File: src/rtl/phase_sequencer_pkg.sv
// Shared definitions for the ARMAria phase sequencer: phase encodings,
// special instruction IDs and the memory wait-state limits.
package phase_sequencer_pkg;

  typedef enum logic [3:0] {
    PH_IDLE       = 4'd0,
    PH_FETCH      = 4'd1,
    PH_FETCH_WAIT = 4'd2,
    PH_DECODE     = 4'd3,
    PH_EXECUTE    = 4'd4,
    PH_MEMORY     = 4'd5,
    PH_MEM_WAIT   = 4'd6,
    PH_WRITEBACK  = 4'd7,
    PH_INPUT_WAIT = 4'd8,
    PH_HALT       = 4'd9
  } phase_t;

  localparam logic [6:0] ID_INSW      = 7'd71;
  localparam logic [6:0] ID_RESET     = 7'd100;
  localparam int         MEM_WAIT_MAX = 7;
  localparam int         WAIT_W       = 3;

  // Value loaded into the down-counter so that the wait phase lasts wait_cycles cycles.
  function automatic logic [WAIT_W-1:0] wait_load_value(input int wait_cycles);
    logic [WAIT_W-1:0] value;
    if (wait_cycles <= 0) begin
      value = '0;
    end else if (wait_cycles > MEM_WAIT_MAX) begin
      value = WAIT_W'(MEM_WAIT_MAX - 1);
    end else begin
      value = WAIT_W'(wait_cycles - 1);
    end
    return value;
  endfunction

endpackage

File: src/rtl/wait_counter.sv
// Memory wait-state down-counter shared by the fetch and data-access waits.
// Loaded on the access cycle; done is high in the last wait cycle.
module wait_counter #(
  parameter int WAIT_CYCLES = 1
) (
  input  logic clock,
  input  logic reset,
  input  logic load,
  output logic done
);
  import phase_sequencer_pkg::*;

  localparam logic [WAIT_W-1:0] LOAD_VALUE = wait_load_value(WAIT_CYCLES);

  logic [WAIT_W-1:0] count_r;

  // Down-counter: load on the access cycle, count to zero, then rest.
  always_ff @(posedge clock) begin
    if (reset) begin
      count_r <= '0;
    end else if (load) begin
      count_r <= LOAD_VALUE;
    end else if (count_r != '0) begin
      count_r <= count_r - 1'b1;
    end else begin
      count_r <= count_r;
    end
  end

  assign done = (count_r == '0);

endmodule

File: src/rtl/phase_sequencer.sv
// Multi-cycle phase controller: fetch/decode/execute/memory/writeback strobes,
// halt, retire counter. Optional INPUT_CONFIRM_EN builds the INSW confirm wait.
module phase_sequencer #(
  parameter int MEM_WAIT     = 1,
  parameter int RETIRE_WIDTH = 16
) (
  input  logic                    clock,
  input  logic                    reset,
  input  logic [6:0]              instr_id,
  input  logic                    core_enable,
  input  logic [2:0]              ctrl_rb,
  input  logic [2:0]              ctrl_mah,
  input  logic                    mem_we_req,
  input  logic [2:0]              specreg_mode,
  input  logic                    input_confirm,
  output logic [3:0]              phase,
  output logic                    ir_load,
  output logic                    pc_enable,
  output logic                    rb_write_enable,
  output logic                    specreg_write,
  output logic                    mem_write_strobe,
  output logic                    input_wait,
  output logic                    halted,
  output logic [RETIRE_WIDTH-1:0] retired
);
  import phase_sequencer_pkg::*;

  localparam bit NO_WAIT = (MEM_WAIT == 0);

  phase_t                  state_r;
  phase_t                  state_next_s;
  logic                    rb_req_r;
  logic                    mem_req_r;
  logic                    we_req_r;
  logic                    sr_req_r;
  logic [RETIRE_WIDTH-1:0] retired_r;
  logic                    wait_load_s;
  logic                    wait_done_s;

`ifdef INPUT_CONFIRM_EN
  logic confirm_q_r;
  logic confirm_edge_s;

  // Previous confirm level, so a level already high on entry is not taken as an edge.
  always_ff @(posedge clock) begin
    if (reset) begin
      confirm_q_r <= 1'b0;
    end else begin
      confirm_q_r <= input_confirm;
    end
  end

  assign confirm_edge_s = input_confirm & ~confirm_q_r;
`else
  logic unused_inputs_s;
  assign unused_inputs_s = ^{instr_id, input_confirm};
`endif

  wait_counter #(
    .WAIT_CYCLES(MEM_WAIT)
  ) u_wait_counter (
    .clock(clock),
    .reset(reset),
    .load (wait_load_s),
    .done (wait_done_s)
  );

  // Phase register.
  always_ff @(posedge clock) begin
    if (reset) begin
      state_r <= PH_IDLE;
    end else begin
      state_r <= state_next_s;
    end
  end

  // Request flags are captured from the control core only in DECODE.
  always_ff @(posedge clock) begin
    if (reset) begin
      rb_req_r  <= 1'b0;
      mem_req_r <= 1'b0;
      we_req_r  <= 1'b0;
      sr_req_r  <= 1'b0;
    end else if (state_r == PH_DECODE) begin
      rb_req_r  <= (ctrl_rb != 3'd0);
      mem_req_r <= (ctrl_mah != 3'd0);
      we_req_r  <= mem_we_req;
      sr_req_r  <= (specreg_mode != 3'd0);
    end else begin
      rb_req_r  <= rb_req_r;
      mem_req_r <= mem_req_r;
      we_req_r  <= we_req_r;
      sr_req_r  <= sr_req_r;
    end
  end

  // Retired-instruction counter, wrapping naturally at its width.
  always_ff @(posedge clock) begin
    if (reset) begin
      retired_r <= '0;
    end else if (state_r == PH_WRITEBACK) begin
      retired_r <= retired_r + 1'b1;
    end else begin
      retired_r <= retired_r;
    end
  end

  // Next-phase logic and wait-counter load.
  always_comb begin
    state_next_s = state_r;
    wait_load_s  = 1'b0;
    case (state_r)
      PH_IDLE: state_next_s = PH_FETCH;
      PH_FETCH: begin
        wait_load_s = 1'b1;
        if (NO_WAIT) state_next_s = PH_DECODE;
        else         state_next_s = PH_FETCH_WAIT;
      end
      PH_FETCH_WAIT: begin
        if (wait_done_s) state_next_s = PH_DECODE;
        else             state_next_s = PH_FETCH_WAIT;
      end
      PH_DECODE: begin
        // A halt request overrides every other decode outcome.
        if (!core_enable) begin
          state_next_s = PH_HALT;
`ifdef INPUT_CONFIRM_EN
        end else if (instr_id == ID_INSW) begin
          state_next_s = PH_INPUT_WAIT;
`endif
        end else begin
          state_next_s = PH_EXECUTE;
        end
      end
      PH_EXECUTE: begin
        if (mem_req_r) state_next_s = PH_MEMORY;
        else           state_next_s = PH_WRITEBACK;
      end
      PH_MEMORY: begin
        wait_load_s = 1'b1;
        if (NO_WAIT) state_next_s = PH_WRITEBACK;
        else         state_next_s = PH_MEM_WAIT;
      end
      PH_MEM_WAIT: begin
        if (wait_done_s) state_next_s = PH_WRITEBACK;
        else             state_next_s = PH_MEM_WAIT;
      end
      PH_WRITEBACK: state_next_s = PH_FETCH;
`ifdef INPUT_CONFIRM_EN
      PH_INPUT_WAIT: begin
        if (confirm_edge_s) state_next_s = PH_EXECUTE;
        else                state_next_s = PH_INPUT_WAIT;
      end
`endif
      PH_HALT: state_next_s = PH_HALT;
      default: state_next_s = PH_IDLE;
    endcase
  end

  // Moore strobes decoded from the phase and the latched request flags.
  always_comb begin
    ir_load          = 1'b0;
    pc_enable        = 1'b0;
    rb_write_enable  = 1'b0;
    specreg_write    = 1'b0;
    mem_write_strobe = 1'b0;
    input_wait       = 1'b0;
    halted           = 1'b0;
    case (state_r)
      PH_FETCH:      ir_load = NO_WAIT;
      PH_FETCH_WAIT: ir_load = wait_done_s;
      PH_MEMORY:     mem_write_strobe = we_req_r;
      PH_WRITEBACK: begin
        rb_write_enable = rb_req_r;
        specreg_write   = sr_req_r;
        pc_enable       = 1'b1;
      end
`ifdef INPUT_CONFIRM_EN
      PH_INPUT_WAIT: input_wait = 1'b1;
`endif
      PH_HALT:       halted = 1'b1;
      default:       ir_load = 1'b0;
    endcase
  end

  assign phase   = state_r;
  assign retired = retired_r;

endmodule
File: config.mk
export PLATFORM = sky130hd
export DESIGN_NAME = phase_sequencer
export DESIGN_NICKNAME = d
export VERILOG_FILES = /design/src/rtl/phase_sequencer_pkg.sv /design/src/rtl/wait_counter.sv /design/src/rtl/phase_sequencer.sv
export SDC_FILE = /design/constraint.sdc
export NUM_CORES = 1
export LEC_CHECK = 0
export ABC_AREA = 1
export ABC_CLOCK_PERIOD_IN_PS = 1200
export CAP_MARGIN = 20
export CORE_MARGIN = 2
export CORE_UTILIZATION = 42
export CTS_BUF_LIST = sky130_fd_sc_hd__clkbuf_8
export DETAILED_ROUTE_END_ITERATION = 12
export GPL_TIMING_DRIVEN = 1
export PLACE_DENSITY_LB_ADDON = 0.2
export SLEW_MARGIN = 20
export SYNTH_ARGS = -nofsm -noshare
export SYNTH_HDL_FRONTEND = slang
export SYNTH_HIERARCHICAL = 1
export SYNTH_SLANG_ARGS = --single-unit
File: constraint.sdc
create_clock -name clock -period 1.2 [get_ports clock]
set_input_delay 0.18 -clock clock [delete_from_list [all_inputs] [get_ports clock]]
set_output_delay 0.18 -clock clock [all_outputs]
set_load 0.02 [all_outputs]
==> flow_summary.ini <==
[setup_path]
critPathCaptureType = output port
regToRegEndpoint = retired[13]
r2r_slack_ns = -0.20
path_class = flop to output port
cpPeakStageDelay_ns = 0.33
crit_slowest_cell = dfxtp_2
cp_top_family = flip-flops
reg2reg_from = phase[0]
crit_chain = inv_2 > ha_4 > inv_4 > nor2_4 > nand2_2 > nor2_2 > buf_6
ff2ff_path_depth = 10
crit_required_ns = 1.02
critPathLaunchType = flop
crit_fanout = 2
cp.arrival_ns = 1.26
critical_path_buf_inv_count = 3

[route]
wl_per_cell_um = 11.8
routed-via-count = 1648
drt-vias-per-instance = 4.82
drt_pass1_iterations = 4
drc = 0
detail-route-antenna-nets = 0
drt-initial-drc-count = 84
routed_wl_mm = 4.05

[timing]
post-route-worst-setup-slack_ns = -0.236
period_needed_ns = 1.44
tns_ns = -3.45
setup_violations = 24
slew_violations = 0
rsz0062_at_grt = true
fin_skew_ns = 0.00254
max_freq_ghz = 0.696
holdWs_ns = 0.481
post-route-period-util_pct = 120
hold_violations = 0

[pwr]
p_per_area_mw_per_mm2 = 1060
p_leak_nw = 1.13
total_power_w = 0.00265
ir_drop_mv = 0.774

[synth]
synth_xor_area_share_pct = 0.603
yosys.area_share.simple_pct = 41.5
yosys_warnings = 6
synth_top_family_by_area = simple AND/OR/NAND/NOR gates
synth_cell_type_count = 25
yosysSeqAreaShare_pct = 37.2
synth_compound_gate_area_share_pct = 8.79
syn_area_per_cell_um2 = 6.79
synthMuxAreaShare_pct = 0
netlist_instances = 214
syn-num-nets = 238
ys_ff_latch = 27
syn_area_mm2 = 0.00145
synth_adder_area_share_pct = 2.58

[cts]
cts-root-buf = clkbuf_8
cts-buffers-inserted = 3
tritoncts = built
clkLatencyLatePin_ns = 0.27
clock-sinks = 27
path_clk_slew_ns = 0.09
holdBufCountCts = 0
cts_htree_levels = 1
cts_buffer_depth = 2

[min_path]
min_from = retired[3]
min_path_type = flop to flop
min_path_cells = 1
hold_path_end = retired[3]

[global_route]
antenna_found_initial = 0
grt_pass1_vias = 1613
grt_max_degree = 15
track_usage_pct = 21.3
grt_pass1_wl_mm = 6.85
grt-ovfl-total = 0

[die]
pin_count = 48
start_util_pct = 43.5
fp.dieW_um = 62.8
core_area_mm2 = 0.00334
die_y_um = 62.8
rows = 21
dieArea_mm2 = 0.00395

[status]
violations = setup timing
outcome = complete, but fails checks

[flow_run]
drv_cap = 0

[cells_and_area]
drive_above_1_share_pct = 42.9
fillCellCount = 251
area_growth_pct = 72.4
antenna_cells = 0
nets = 321

[place]
port_buffers = 38
hpwl_mm = 2.71
place.gp.congestion = 0.851
==> cell families after synthesis <==
kind of cell / after synthesis
simple gates: 124
buf+inv: 33
flops: 27
compound gates: 25
fa+ha+maj: 3
xor+xnor: 1
other cells: 1
==> report_power, final <==
part	internal (W)	switching, W	total [W]
sequential	0.000984	0.000101	0.00108
clock	0.000229	0.000277	0.000506
combinational	0.000532	0.000531	0.00106
total	0.00175	0.000908	0.00265
==> registers in the layout, indices dropped and copies added (netlist names) <==
| signal | count |
|---|---|
| rb_req_r | 1 |
| phase | 4 |
| sr_req_r | 1 |
| retired | 16 |
| u_wait_counter/count_r | 3 |
| mem_req_r | 1 |
| we_req_r | 1 |
==> per-stage QoR <==
step | utilization [%] | setup slack, ns | area, um2 | std cells
final | 75.1 | -0.236 | 2500 | 342
after global routing | 75.1 | -0.343 | 2500 | 342
after CTS | 71.9 | -0.270 | 2400 | 339
after detailed placement | 64.9 | -0.473 | 2160 | 327
after global placement | 64.9 | -0.427 | 2160 | 327
after floorplan | - | -0.0170 | 1500 | 214
==> what timing repair did <==
item / 4_1_cts / 5_1_grt
gates resized for setup: 108 / 41
setup endpoints to repair: 43 / 36
pin swaps: 10 / 10
buffers inserted: 10 / 4
==> cell usage after synthesis (all sizes together) <==
master | count | area share, %
dfxtp | 27 | 37
buf | 2 | 1.0
nand3 | 14 | 6.7
o211ai | 1 | 0.52
conb | 1 | 0.26
inv | 29 | 7.5
xnor2 | 1 | 0.60
nand2 | 51 | 15
or2 | 1 | 0.43
clkinv | 2 | 0.52
a21oi | 13 | 4.5
o21ai | 11 | 3.8
nand4 | 3 | 1.3
ha | 3 | 2.6
nor2 | 48 | 16
nor3 | 7 | 2.4
==> worst max-delay path by stage <==
stage / from / to / cells after the start
after floorplan: retired[0] / retired[14] / 8
after global placement: u_wait_counter/count_r[0] / ir_load / 7
after detailed placement: u_wait_counter/count_r[0] / ir_load / 7
after CTS: u_wait_counter/count_r[1] / ir_load / 7
after global routing: u_wait_counter/count_r[1] / ir_load / 7
final: u_wait_counter/count_r[1] / ir_load / 7
==> per-layer routing <==
| layer | vias up | GRT usage [%] | wire [um] |
|---|---|---|---|
| met5 | - | 0 | 0 |
| met1 | 766 | 25.4 | 1740 |
| li1 | 837 | - | - |
| met3 | 4 | 5.05 | 172 |
| met2 | 41 | 38.2 | 2100 |
| met4 | 0 | 5.00 | 36 |
==> final cells by class <==
cell class	count	area (um2)	share of cell area (%)
multi-input combinational	154	971	38.8
clock inverter	1	3.75	0.150
timing repair buffer	80	724	28.9
clock buffer	3	41.3	1.65
inverter	31	136	5.44
sequential	27	571	22.8
tap	46	57.6	2.30
==> layout by cell type (no fill, tap or decap), types with 3 or more instances in the layout <==
| cell type | count |
|---|---|
| nand2_1 | 39 |
| nor2_1 | 32 |
| buf_4 | 29 |
| inv_1 | 20 |
| buf_6 | 18 |
| dfxtp_1 | 15 |
| clkdlybuf4s50_1 | 12 |
| nor2_4 | 11 |
| a21oi_1 | 11 |
| dlygate4sd2_1 | 9 |
| nand2_2 | 7 |
| nand3_1 | 7 |
| o21ai_2 | 6 |
| dfxtp_4 | 6 |
| dfxtp_2 | 6 |
| nor3_1 | 5 |
| inv_4 | 4 |
| nor2_2 | 4 |
| nand2_4 | 4 |
| o21ai_1 | 4 |
| inv_2 | 4 |
| nand3_2 | 4 |
| clkbuf_2 | 4 |
| clkdlybuf4s15_1 | 4 |
| nand3_4 | 3 |
| nand4_1 | 3 |
| clkbuf_8 | 3 |
==> worst register-to-register path, delay by kind of cell, from the launching register on <==
kind | cells | cell delay, ns
buffers and inverters | 3 | 0.40
DFF | 1 | 0.39
and+or+nand+nor | 7 | 0.51
Note: power is estimated with default switching activity, not from simulation.
